==> src/rtl/apb_reg_slave.sv <==
// APB register responder: read-only ID at word 0, R/W words above it, programmable wait states.
// Define APB_SLV_PROTOCOL_CHECK_EN to build the sticky PROT_ERR protocol checker.
module apb_reg_slave #(
  parameter int          NUM_REGS    = 8,
  parameter int          WAIT_STATES = 0,
  parameter logic [31:0] ID_VALUE    = 32'hA5B0_0001
) (
  input  logic                   HCLK,
  input  logic                   HRESET,
  input  logic                   PSEL,
  input  logic                   PENABLE,
  input  logic                   PWRITE,
  input  logic [31:0]            PADDR,
  input  logic [31:0]            PWDATA,
  output logic [31:0]            PRDATA,
  output logic                   PREADY,
  output logic                   PSLVERR,
  output logic [NUM_REGS*32-1:0] REG_OUT,
  output logic                   PROT_ERR
);

  localparam int IW = $clog2(NUM_REGS);

  typedef enum logic [1:0] {S_IDLE, S_WAIT, S_RESP} state_e;

  state_e        state_q;
  logic [IW-1:0] idx_q;
  logic          valid_q;
  logic          write_q;
  logic [31:0]   wdata_q;
  logic [3:0]    cnt_q;
  logic [31:0]   prdata_q;
  logic          pready_q;
  logic          pslverr_q;
  logic [31:0]   regs_q [1:NUM_REGS-1];

  logic [9:0]    in_idx;
  logic          in_valid;
  logic          setup;
  logic          sel_valid;
  logic          sel_write;
  logic [IW-1:0] sel_idx;
  logic          err_d;
  logic [31:0]   rdata_d;
  logic          unused_addr_hi;

  assign in_idx         = PADDR[11:2];
  assign in_valid       = (PADDR[1:0] == 2'b00) && (int'(in_idx) < NUM_REGS);
  assign setup          = PSEL && !PENABLE;
  assign unused_addr_hi = ^PADDR[31:12];

  // Zero-wait responses are built from the live bus; otherwise from the latched setup.
  always_comb begin
    // NOTE: every output of a combinational block gets a default first so no path leaves it unassigned (that would infer a latch).
    sel_valid = valid_q;
    sel_write = write_q;
    sel_idx   = idx_q;
    if (state_q == S_IDLE) begin
      sel_valid = in_valid;
      sel_write = PWRITE;
      sel_idx   = in_idx[IW-1:0];
    end
    err_d   = !sel_valid || (sel_write && (sel_idx == '0));
    rdata_d = '0;
    if (!err_d && !sel_write) begin
      rdata_d = (sel_idx == '0) ? ID_VALUE : regs_q[sel_idx];
    end
  end

  // NOTE: sequential state uses non-blocking assignments so every flop samples pre-edge values.
  always_ff @(posedge HCLK) begin
    if (HRESET) begin
      state_q   <= S_IDLE;
      idx_q     <= '0;
      valid_q   <= 1'b0;
      write_q   <= 1'b0;
      wdata_q   <= '0;
      cnt_q     <= '0;
      prdata_q  <= '0;
      pready_q  <= 1'b0;
      pslverr_q <= 1'b0;
      // NOTE: the register file is architecturally visible on REG_OUT, so it is reset like any other state.
      for (int i = 1; i < NUM_REGS; i++) regs_q[i] <= '0;
    end else begin
      case (state_q)
        S_IDLE: begin
          if (setup) begin
            idx_q   <= in_idx[IW-1:0];
            valid_q <= in_valid;
            write_q <= PWRITE;
            wdata_q <= PWDATA;
            cnt_q   <= '0;
            if (WAIT_STATES == 0) begin
              state_q   <= S_RESP;
              pready_q  <= 1'b1;
              pslverr_q <= err_d;
              prdata_q  <= rdata_d;
            end else begin
              state_q <= S_WAIT;
            end
          end
        end
        S_WAIT: begin
          if (!PSEL) begin
            state_q <= S_IDLE;
          end else if (cnt_q == 4'(WAIT_STATES - 1)) begin
            state_q   <= S_RESP;
            pready_q  <= 1'b1;
            pslverr_q <= err_d;
            prdata_q  <= rdata_d;
          end else begin
            cnt_q <= cnt_q + 4'd1;
          end
        end
        S_RESP: begin
          // A dropped PSEL here is an abort: the write is discarded.
          if (PSEL && write_q && !pslverr_q) regs_q[idx_q] <= wdata_q;
          state_q   <= S_IDLE;
          pready_q  <= 1'b0;
          pslverr_q <= 1'b0;
          prdata_q  <= '0;
        end
        default: state_q <= S_IDLE;
      endcase
    end
  end

  assign PRDATA  = prdata_q;
  assign PREADY  = pready_q;
  assign PSLVERR = pslverr_q;

  assign REG_OUT[31:0] = ID_VALUE;
  for (genvar g = 1; g < NUM_REGS; g++) begin : g_reg_out
    assign REG_OUT[32*g +: 32] = regs_q[g];
  end

`ifdef APB_SLV_PROTOCOL_CHECK_EN
  logic [31:0] addr_q;
  logic        prot_q;

  always_ff @(posedge HCLK) begin
    if (HRESET) begin
      addr_q <= '0;
      prot_q <= 1'b0;
    end else begin
      if ((state_q == S_IDLE) && setup) addr_q <= PADDR;
      if ((state_q == S_IDLE) && PSEL && PENABLE) prot_q <= 1'b1;
      if ((state_q != S_IDLE) &&
          (!PSEL || (PADDR != addr_q) || (PWRITE != write_q) || (PWDATA != wdata_q))) begin
        prot_q <= 1'b1;
      end
    end
  end

  assign PROT_ERR = prot_q;
`else
  assign PROT_ERR = 1'b0;
`endif

endmodule

==> config.mk <==
export PLATFORM = sky130hd
export DESIGN_NAME = apb_reg_slave
export DESIGN_NICKNAME = d
export VERILOG_FILES = /design/src/rtl/apb_reg_slave.sv
export SDC_FILE = /design/constraint.sdc
export NUM_CORES = 1
export LEC_CHECK = 0
export ABC_CLOCK_PERIOD_IN_PS = 3700
export CAP_MARGIN = 20
export CORE_ASPECT_RATIO = 0.6
export CORE_MARGIN = 2
export CORE_UTILIZATION = 45
export DETAILED_ROUTE_END_ITERATION = 8
export DONT_BUFFER_PORTS = 1
export PLACE_DENSITY = 0.64
export SETUP_SLACK_MARGIN = 0.1
export SLEW_MARGIN = 25
export SYNTH_ARGS = -nofsm -noshare
export SYNTH_HDL_FRONTEND = slang
export SYNTH_SLANG_ARGS = --single-unit
==> constraint.sdc <==
create_clock -name HCLK -period 3.7 [get_ports HCLK]
set_clock_uncertainty 0.05 [all_clocks]
set_input_delay 0.37 -clock HCLK [delete_from_list [all_inputs] [get_ports HCLK]]
set_output_delay 0.37 -clock HCLK [all_outputs]
set_load 0.03 [all_outputs]
==> results.cfg <==
[power_and_ir_drop]
p_sw_share_pct = 24.76
leakagePower_uw = 0.005693
p_sw_uw = 1962
vdd_drop_max_mv = 0.3441
pwr-share-clk_pct = 39.0
seqPwrFrac_pct = 54.4
p_comb_share_pct = 6.6
pwr_density_cell_mw_per_mm2 = 505.3
intPower_uw = 5960
finalPower_uw = 7922

[timing]
rsz0062_at_grt = false
hold_violations = 0
worst_slew_pin_slew_ns = 0.7466
min_period_ns = 2.771
finalSetupTns_ns = 0
setup_viol = 0
slew-limit-headroom_pct = 50.04
fin_crit_sh_pct = 74.90
slew_violations = 0
max_freq_mhz = 360.8

[logic_synthesis]
postSynth.asyncResetShare_pct = 0
synth_top_area_cell = edfxtp_1
synth_area_leaders = edfxtp_1 (55%), and2_1 (10%), dfxtp_1 (10%)
yosysMostFrequentCell = edfxtp_1
syn_inst = 984
yosysWarnings = 0
yosys.area_share.xor_xnor_pct = 0
synthSimpleGateAreaFrac_pct = 14.82
ys_types = 43
synthMuxAreaShare_pct = 11.79
syn_area_sq_mm = 0.01390
synth_adder_area_share_pct = 0
synthTopCellsByCount = edfxtp_1 (254), and2_1 (224), nand2_1 (113), dfxtp_1 (70), mux4_2 (50)
ys_ff_latch = 324
synth_ff_type = edfxtp_1
syn_avg_cell_area_sq_um = 14.13
synth_compound_area_share_pct = 4.086
ys_seq_area_share_pct = 64.94
synth_top_family_by_area = simple AND/OR/NAND/NOR gates
synth-edff-count = 254
synth_top_cell_area_share_pct = 54.86

[layout]
area_growth_pct = 12.75
layout-drive-gt1-share_pct = 14.82
n_fill_cell = 2536
nets = 1084
final_util_pct = 51.97

[critical_path]
cp.arrival_ns = 2.98
ff2ff_path_depth = 5
worst-path-max-fanout = 17
cp.required_ns = 3.91
rrSetupSlack_ns = 0.93
critPathTopFamily = simple AND/OR/NAND/NOR gates
end_kind = register
path_depth = 5
cp_num_buf_inv = 1
cp_cell_sequence = nand4b_1, or3_1, nor3b_4, or2_2, buf_12
critical_path.max_stage_delay_ns = 0.68
critical-path-slowest-cell = dfxtp_1
crit_type = register to register
cp-start-kind = register

[detailed_routing]
drt_wl_total_mm = 40.87
ant_nets = 0
via_count = 8132
vias_per_cell = 5.616
drtIter0Drc = 851
dr.pass1.iters = 5
wl_per_cell_microns = 28.22
drc = 0

[clocking]
cts_tree = built
cts_setup_buffers = 0
htree_levels = 1
cts_resized = 0
cts.clk_slew.worst_paths_ns = 0.06
cts_root_buf = clkbuf_16
clk_path_buf_depth = 3
clk_latency_ns = 0.56
holdBufCountCts = 36
cts.sinks = 324
cts_inserted_buffers = 31

[placement]
portBuffers = 0
hpwl_mm = 26.04
gp_congestion = 0.7629

[worst_hold_path]
min_path_cells = 2
hp-class = input port to register

[grt]
grt_pass1_wl_mm = 58.51
gr-total-overflow = 0
grt_pass1_vias = 8140
grt_max_degree = 38
antenna_found_initial = 1
global_route.usage.total_pct = 25.07

[floorplanning]
dieArea_sq_mm = 0.03236
rows = 49
die_w_microns = 230.9
io_pins = 360
start_util_pct = 46.09
core_sq_mm = 0.03016
die_h_microns = 140.2

[job]
maxCapViolations = 0

[outcome]
status = complete, no violations
==> state kept, by name, indices dropped and copies added (netlist names) <==
| name | cells |
|---|---|
| state_q | 1 |
| regs_q | 254 |
| write_q | 1 |
| PSLVERR | 1 |
| PRDATA | 32 |
| idx_q | 3 |
| wdata_q | 32 |
==> cell type report <==
type	instances	area [sq um]	area share [%]
Sequential cell	324	9029	57.59
Multi-Input combinational cell	595	4478	28.57
Clock buffer	39	835.8	5.332
Timing Repair Buffer	62	668.1	4.262
Tap cell	408	510.5	3.256
Clock inverter	18	148.9	0.9498
Inverter	1	3.754	0.02394
Antenna cell	1	2.502	0.01596
==> layer usage <==
layer	vias to the layer above	global-route usage, %	routed length (microns)
met2	414	37.74	18130
met1	4106	35.70	17540
li1	3558	-	-
met3	54	8.204	4367
met4	0	5.195	835
met5	-	0	0
==> path summary, 6_finish.rpt <==
| kind | start | end |
|---|---|---|
| worst min-delay path | PWDATA[24] | wdata_q[24]$_SDFFE_PP0P_ |
| worst min register to register | write_q$_SDFFE_PP0P_ | write_q$_SDFFE_PP0P_ |
| worst max-delay path | state_q[1]$_SDFFE_PP0P_ | regs_q[2][0]$_SDFFCE_PN0P_ |
| worst max register to register | state_q[1]$_SDFFE_PP0P_ | regs_q[2][0]$_SDFFCE_PN0P_ |
==> cells by family after synthesis <==
kind of cell	Yosys count
buffers and inverters	96
other	2
flip-flops	324
AND/OR/NAND/NOR	371
AO/OA/AOI/OAI	91
multiplexers	100
==> power groups by stage <==
stage / sequential [uW] / clock, uW / combinational, uW
2_1_floorplan: 4330 / 0 / 384
3_3_place_gp: 4390 / 0 / 474
3_5_place_dp: 4390 / 0 / 478
4_1_cts: 4310 / 3150 / 522
5_1_grt: 4320 / 3300 / 558
6_report: 4310 / 3090 / 523
==> layout by cell type (no fill, tap or decap), types with 6 or more instances in the layout <==
cell type	netlist	final
nand2_1	113	113
edfxtp_1	254	254
mux2i_1	45	45
dfxtp_1	70	70
o21ai_1	26	26
mux4_2	50	50
clkinv_2	0	8
or2_2	7	7
conb_1	2	33
clkbuf_16	0	31
buf_12	1	9
buf_4	39	17
and2_1	224	224
a32o_1	6	6
dlygate4sd3_1	0	36
a21oi_1	36	36
a22o_1	9	9
==> metrics by stage <==
step / cells / hold slack (ns) / setup WS [ns] / area, sq um
2_1_floorplan: 1015 / 0.3990 / 0.7292 / 14020
3_3_place_gp: 1353 / 0.3934 / 0.9684 / 14300
3_5_place_dp: 1353 / 0.3953 / 0.9639 / 14300
4_1_cts: 1446 / 0.04612 / 0.9507 / 15660
5_1_grt: 1447 / 0.07333 / 0.7496 / 15670
6_report: 1448 / 0.03435 / 0.9286 / 15680
Note: power is estimated with default switching activity, not from simulation.
